**config.mk**
```make
export PLATFORM = sky130hd
export DESIGN_NAME = tiger_ckpt_ctrl
export DESIGN_NICKNAME = d
export VERILOG_FILES = /design/src/rtl/tiger_ckpt_ctrl.sv
export SDC_FILE = /design/constraint.sdc
export NUM_CORES = 2
export LEC_CHECK = 0
export BUFFER_PORTS_ARGS = -buffer_cell sky130_fd_sc_hd__buf_2
export CELL_PAD_IN_SITES_DETAIL_PLACEMENT = 1
export CELL_PAD_IN_SITES_GLOBAL_PLACEMENT = 2
export CORE_ASPECT_RATIO = 0.6
export CORE_MARGIN = 5
export CORE_UTILIZATION = 35
export CTS_BUF_LIST = sky130_fd_sc_hd__clkbuf_8
export DETAILED_ROUTE_END_ITERATION = 10
export GPL_ROUTABILITY_DRIVEN = 0
export MAX_ROUTING_LAYER = met4
export PLACE_DENSITY = 0.64
export SLEW_MARGIN = 20
export SYNTH_ARGS = -nofsm -noshare
export SYNTH_HDL_FRONTEND = slang
export SYNTH_SLANG_ARGS = --single-unit
```
**constraint.sdc**
```tcl
create_clock -name clk -period 5.6 [get_ports clk]
set_clock_uncertainty 0.05 [all_clocks]
set_input_delay 0.28 -clock clk [delete_from_list [all_inputs] [get_ports clk]]
set_output_delay 0.28 -clock clk [all_outputs]
set_load 0.02 [all_outputs]
```
**src/rtl/tiger_ckpt_ctrl.sv**
```systemverilog
// tiger_ckpt_ctrl: multi-slot checkpoint/rollback controller for the tiger core.
// A checkpoint stalls the pipeline and waits for it to drain. It then copies the PC and
// NUM_REGS registers into the next shadow slot, and commits that slot in one cycle.
// A restore writes the newest committed slot back into the register file and returns its PC.
//
// Ports:
//   clk, reset                  clock, asynchronous active-high reset
//   ckpt_req, restore_req       requests, sampled in IDLE only (restore wins)
//   poweroff                    aborts any operation, gates strobes/pulses combinationally
//   pipe_empty, pc_in           drain handshake and PC to save
//   zstall, checkpointing       status levels
//   checkpointdone              1-cycle pulse on commit
//   restoredone, restore_fail   1-cycle pulse at end of restore (+ no-slot flag)
//   rf_addr, rf_rd_en, rf_rdata register file read port (rdata one cycle after rd_en)
//   rf_wr_en, rf_wdata          register file write port
//   pc_restore                  restored PC while restoredone=1 and restore_fail=0
//   valid_slots, cur_slot       committed slot map and newest committed slot
//
// state   | meaning
// --------+-----------------------------------------------------------
// IDLE    | no operation, pipeline running
// DRAIN   | checkpoint: wait for pipe_empty, then latch PC into target slot
// SAVE    | checkpoint: read regs 0..NUM_REGS-1, store each one cycle later
// COMMIT  | checkpoint: mark target slot valid and newest
// RESTORE | rollback: write regs 0..NUM_REGS-1 from newest slot
// DONE    | rollback: report PC or failure
module tiger_ckpt_ctrl #(
  parameter int DATA_W    = 32,
  parameter int NUM_REGS  = 32,
  parameter int REGNUM_W  = 5,
  parameter int NUM_SLOTS = 2,
  parameter int SLOT_W    = 1
) (
  input  logic                 clk,
  input  logic                 reset,
  input  logic                 ckpt_req,
  input  logic                 restore_req,
  input  logic                 poweroff,
  input  logic                 pipe_empty,
  input  logic [DATA_W-1:0]    pc_in,
  output logic                 zstall,
  output logic                 checkpointing,
  output logic                 checkpointdone,
  output logic                 restoredone,
  output logic                 restore_fail,
  output logic [REGNUM_W-1:0]  rf_addr,
  output logic                 rf_rd_en,
  input  logic [DATA_W-1:0]    rf_rdata,
  output logic                 rf_wr_en,
  output logic [DATA_W-1:0]    rf_wdata,
  output logic [DATA_W-1:0]    pc_restore,
  output logic [NUM_SLOTS-1:0] valid_slots,
  output logic [SLOT_W-1:0]    cur_slot
);

  // One extra counter bit so SAVE can reach k = NUM_REGS (the final store-only cycle).
  localparam int CNT_W = REGNUM_W + 1;
  localparam logic [CNT_W-1:0]  SAVE_LAST    = CNT_W'(NUM_REGS);
  localparam logic [CNT_W-1:0]  RESTORE_LAST = CNT_W'(NUM_REGS - 1);
  localparam logic [SLOT_W-1:0] SLOT_MAX     = SLOT_W'(NUM_SLOTS - 1);

  typedef enum logic [2:0] {
    ST_IDLE    = 3'd0,
    ST_DRAIN   = 3'd1,
    ST_SAVE    = 3'd2,
    ST_COMMIT  = 3'd3,
    ST_RESTORE = 3'd4,
    ST_DONE    = 3'd5
  } state_t;

  state_t                 state_q, state_d;
  logic [CNT_W-1:0]       cnt_q, cnt_d;
  logic [SLOT_W-1:0]      tgt_q, tgt_d;
  logic                   fail_q, fail_d;
  logic [NUM_SLOTS-1:0]   valid_q, valid_d;
  logic [SLOT_W-1:0]      cur_q, cur_d;

  logic                   pc_we;
  logic                   sv_we;
  logic [REGNUM_W-1:0]    sv_idx;
  logic [SLOT_W-1:0]      next_slot;

  // Shadow banks: plain storage, no reset (contents are meaningless until committed).
  logic [DATA_W-1:0] shadow_mem [NUM_SLOTS][NUM_REGS];
  logic [DATA_W-1:0] pc_mem     [NUM_SLOTS];

  always_comb begin
    if (valid_q == '0) begin
      next_slot = '0;
    end else if (cur_q == SLOT_MAX) begin
      next_slot = '0;
    end else begin
      next_slot = cur_q + 1'b1;
    end
  end

  // Read data for address k-1 arrives while the counter is at k.
  assign sv_idx = REGNUM_W'(cnt_q - 1'b1);

  always_comb begin
    state_d = state_q;
    cnt_d   = cnt_q;
    tgt_d   = tgt_q;
    fail_d  = fail_q;
    valid_d = valid_q;
    cur_d   = cur_q;
    pc_we   = 1'b0;
    sv_we   = 1'b0;
    if (poweroff) begin
      state_d = ST_IDLE;
      cnt_d   = '0;
      fail_d  = 1'b0;
    end else begin
      case (state_q)
        ST_IDLE: begin
          cnt_d  = '0;
          fail_d = 1'b0;
          if (restore_req) begin
            if (valid_q != '0) begin
              state_d = ST_RESTORE;
            end else begin
              state_d = ST_DONE;
              fail_d  = 1'b1;
            end
          end else if (ckpt_req) begin
            state_d = ST_DRAIN;
            tgt_d   = next_slot;
          end
        end
        ST_DRAIN: begin
          if (pipe_empty) begin
            // Invalidate the target before overwriting it so an aborted save can never
            // leave a half-written slot marked valid.
            pc_we            = 1'b1;
            valid_d[tgt_q]   = 1'b0;
            cnt_d            = '0;
            state_d          = ST_SAVE;
          end
        end
        ST_SAVE: begin
          sv_we = (cnt_q != '0);
          if (cnt_q == SAVE_LAST) begin
            cnt_d   = '0;
            state_d = ST_COMMIT;
          end else begin
            cnt_d = cnt_q + 1'b1;
          end
        end
        ST_COMMIT: begin
          valid_d[tgt_q] = 1'b1;
          cur_d          = tgt_q;
          state_d        = ST_IDLE;
        end
        ST_RESTORE: begin
          if (cnt_q == RESTORE_LAST) begin
            cnt_d   = '0;
            state_d = ST_DONE;
          end else begin
            cnt_d = cnt_q + 1'b1;
          end
        end
        ST_DONE: begin
          state_d = ST_IDLE;
        end
        default: begin
          state_d = ST_IDLE;
          cnt_d   = '0;
        end
      endcase
    end
  end

  always_ff @(posedge clk or posedge reset) begin
    if (reset) begin
      state_q <= ST_IDLE;
      cnt_q   <= '0;
      tgt_q   <= '0;
      fail_q  <= 1'b0;
      valid_q <= '0;
      cur_q   <= '0;
    end else begin
      state_q <= state_d;
      cnt_q   <= cnt_d;
      tgt_q   <= tgt_d;
      fail_q  <= fail_d;
      valid_q <= valid_d;
      cur_q   <= cur_d;
    end
  end

  always_ff @(posedge clk) begin
    if (pc_we) begin
      pc_mem[tgt_q] <= pc_in;
    end
    if (sv_we) begin
      shadow_mem[tgt_q][sv_idx] <= rf_rdata;
    end
  end

  // Strobes and pulses decode from registered state; poweroff kills them in the same cycle.
  assign zstall         = (state_q != ST_IDLE);
  assign checkpointing  = (state_q == ST_DRAIN) || (state_q == ST_SAVE) || (state_q == ST_COMMIT);
  assign checkpointdone = (state_q == ST_COMMIT) && !poweroff;
  assign rf_rd_en       = (state_q == ST_SAVE) && (cnt_q < SAVE_LAST) && !poweroff;
  assign rf_wr_en       = (state_q == ST_RESTORE) && !poweroff;
  assign restoredone    = (state_q == ST_DONE) && !poweroff;
  assign restore_fail   = restoredone && fail_q;
  assign rf_addr        = (rf_rd_en || rf_wr_en) ? cnt_q[REGNUM_W-1:0] : '0;
  assign rf_wdata       = rf_wr_en ? shadow_mem[cur_q][cnt_q[REGNUM_W-1:0]] : '0;
  assign pc_restore     = (restoredone && !fail_q) ? pc_mem[cur_q] : '0;
  assign valid_slots    = valid_q;
  assign cur_slot       = cur_q;

endmodule

```
==> run metrics <==
worst hold slack 0.151 ns; Post-Synthesis Net Count 3918; Tmin final 5.06 ns; Top FF cell, synth edfxtp_1; CP Launch Type flip-flop; NumNets Final 4462; unrepaired setup endpoints after global routing no; Ys Warns 0; DR WL/cell 32.2 um; initial antenna violation count 15; Root Driver clkbuf_8; TritonCTS Buffers 322; core footprint 0.232 mm2; first-iteration detailed-routing DRC count 5473; slowest CP cell dfrtp_4; Die W 634 um; clock sink count 2126; Worst-Skew Late Latency 0.96 ns; drt via density 5.56; Mapped Cells 3842; Max Transition Viols Final 0; Clock transition at path regs 0.06 ns; Comb pwr share 13.4%; full die area 0.243 mm2; Max Cap Viol 0; Crit. path cell count 9; Final Hold Fails 0; # rows 137; flops & latches, synth 2126; Post-DP HPWL 147000 um; Max rail drop VDD 0.236 mV; GRT Util Overall 20.7%; status completed; pwr dens 361 mW/mm2; P_leak 0.0288 uW; setup violators final 0; switching pwr 8840 uW; number of buffers added on ports 148; Rel. slew slack 24.1%; Max Fclk 197 MHz; EDFF count, synth 2112; CP max FO 24; final WL 250000 um; Int Pwr 25200 uW; Flop pwr share 51.8%; grt ovf 0; first-pass GRT wire length 349000 um; Final ANT Viol Nets 0; Vias 43100; Hold Crit Depth 4; Synth cell types 54; clk buf depth 4; worst hold path class in -> reg; Required @ worst endpoint 5.27 ns; WP buf/inv 5; TritonCTS clock tree done; crit-path cells buf_4, buf_12, buf_12, buf_4, mux4_2, a22oi_1, a21oi_1, a22o_1, buf_2; Tcrit/Tclk final 90.4%; area growth from synthesis to layout 15.3%; Top Family by Delay on Critical Path buffers and inverters; Sum Neg Setup Slack 0 ns; Setup CP Type reg -> out; # IOs 149; pin count of the biggest net entering global routing 109; first-pass detailed-route iteration total 5; vias in the first global route 43900; H-tree depth 5; CP endpoint kind output pin; layout cell share with drive strength beyond 1 26.4%; Net Sw Frac 26.0%; Clk pwr share 34.8%; sequential share of the synthesized area 78.1%; Post-route DRC 0; Syn Area/Cell 21.3 um2; worst-case reg-to-reg path depth 7; CP max stage delay 0.85 ns; Crit path arrival time 4.73 ns; postcts setup bufs 0; Chip Height 384 um; ys async rst share 0.659%; initial core utilization 35.2%; Synth Cell Area 0.0817 mm2; Worst Max-Slew Pin Slew 1.11 ns
==> power by group through the flow <==
stage                     Sequential [uW]  Combinational (uW)  Clock, uW
after global placement              18000                4500          0
final                               17600                4550      11800
after detailed placement            18000                4520          0
after floorplan                     17900                3100          0
after CTS                           17600                4590      12100
after global routing                17600                4810      12900
==> cells by family (layout without fill, tap and decap cells) <==
group	count (synthesis)	count (layout)	synth area share (%)
AOI/OAI and AO/OA	464	464	4.20
buffers and inverters	233	1008	1.63
muxes	685	685	14.3
DFF	2126	2126	78.1
other	0	4	0
xor gates and xnor gates	3	3	0.0322
adders and majority gates	6	6	0.0919
and+or+nand+nor	325	325	1.69
==> worst register-to-register path: stages, from the launching register on <==
cell and delay, ns:
dfrtp_2 0.83, buf_4 0.49, or4b_2 0.22, nor2_1 0.06, nor2_1 0.24, nand3_1 0.69, nor2_4 1.07, buf_4 0.44
==> routing by layer <==
layer,global-route usage (%),up-vias,routed length (um)
met3,3.48,355,19000
li1,-,17300,-
met5,-,-,0
met1,31.6,23600,117000
met4,4.68,0,5110
met2,29.1,1884,108000
==> registers in the layout, indices dropped and copies added (netlist names), named ones only <==
signal      count
cnt_q           6
cur_slot        1
fail_q          1
pc_mem         64
shadow_mem   2048
state_q         3
tgt_q           1
==> Yosys cell counts (2+ instances only) <==
cell	n	area, um2
buf_6	36	405
ha_1	6	75.1
edfxtp_1	2112	63400
nor2_1	125	469
or3_1	5	31.3
nand2b_1	4	25.0
o32ai_1	12	105
o22ai_1	57	357
buf_1	15	56.3
a21oi_1	62	310
mux4_2	384	8650
a221oi_1	23	201
a22oi_1	44	330
mux2_2	12	135
a31oi_1	5	31.3
and2_1	9	56.3
mux2i_1	289	2890
o21ai_1	2	10.0
or3b_2	3	26.3
nor4_1	2	12.5
buf_4	32	240
a22o_1	35	307
o31ai_1	6	45.0
o21ai_0	26	130
xnor2_1	3	26.3
nand3b_1	4	30.0
nor2b_1	6	37.5
nand3_1	16	80.1
nor3_1	4	20.0
a21o_1	15	113
a211oi_1	76	571
inv_1	6	22.5
buf_2	54	270
dfrtp_1	14	350
clkbuf_1	88	330
a211o_1	18	158
nand2_1	138	518
o221ai_1	64	561
a2111oi_2	5	75.1
a2111oi_0	9	78.8
nor3b_1	3	22.5
==> repair_timing <==
item | 4_1_cts | 5_1_grt
endpoints found under the hold margin | 1395 | 320
hold buffers | 99 | 5
gates resized for setup | 0 | 0
==> cell type report <==
class                   count  area [um2]
fillers                 22200      138000
flip-flops and latches   2126       63800
multi-input cells        1483       17100
clock buffers             331        4560
well taps                3127        3910
repair buffers            446        3680
clock inverters           224        1070
inverters                   7        27.5
diodes                      4        10.0
==> path summary, 6_finish.rpt <==
kind	from	to	slack, ns
max in group asynchronous	reset	cnt_q[3]	4.40
max reg2reg	cnt_q[2]	shadow_mem[0][112]	1.21
min in group asynchronous	reset	cnt_q[0]	0.51
min	pipe_empty	state_q[1]	0.15
max	cur_slot	rf_wdata[5]	0.54
min reg2reg	flip-flop	flip-flop	0.48
==> metrics by stage <==
stage                     util, %  total power (uW)  worst slack (ns)  area [um2]  cells
final                        40.5             34000             0.536       94200   7748
after CTS                    40.5             34400             0.401       94100   7739
after global placement       37.7             22500              1.33       87500   7085
after detailed placement     37.7             22500              1.22       87500   7085
after global routing         40.5             35400             0.257       94200   7746
after floorplan                 -             21000              1.50       81700   3842
==> cell usage in the layout, fill, tap and decap left out, types with 5 or more instances in the layout <==
| cell | instances |
|---|---|
| o21ai_0 | 26 |
| a2111oi_2 | 5 |
| inv_6 | 5 |
| buf_4 | 166 |
| or3_1 | 5 |
| o31ai_1 | 6 |
| a221oi_1 | 23 |
| a211oi_1 | 76 |
| dfrtp_1 | 9 |
| and2_1 | 8 |
| edfxtp_1 | 2112 |
| dlygate4sd3_1 | 104 |
| inv_1 | 95 |
| a2111oi_0 | 9 |
| a22o_1 | 35 |
| o22ai_1 | 57 |
| buf_2 | 142 |
| a21oi_1 | 61 |
| nor2_4 | 65 |
| buf_12 | 34 |
| a22oi_1 | 44 |
| clkinv_2 | 39 |
| clkbuf_8 | 331 |
| mux2i_1 | 289 |
| nand3_1 | 15 |
| nand2_1 | 138 |
| clkinvlp_4 | 9 |
| o32ai_1 | 12 |
| o221ai_1 | 64 |
| a21o_1 | 15 |
| a211o_1 | 18 |
| nor2_1 | 57 |
| clkinv_1 | 75 |
| ha_1 | 6 |
| mux4_2 | 384 |
| mux2_2 | 12 |
Power figures use the tool's default switching activity.
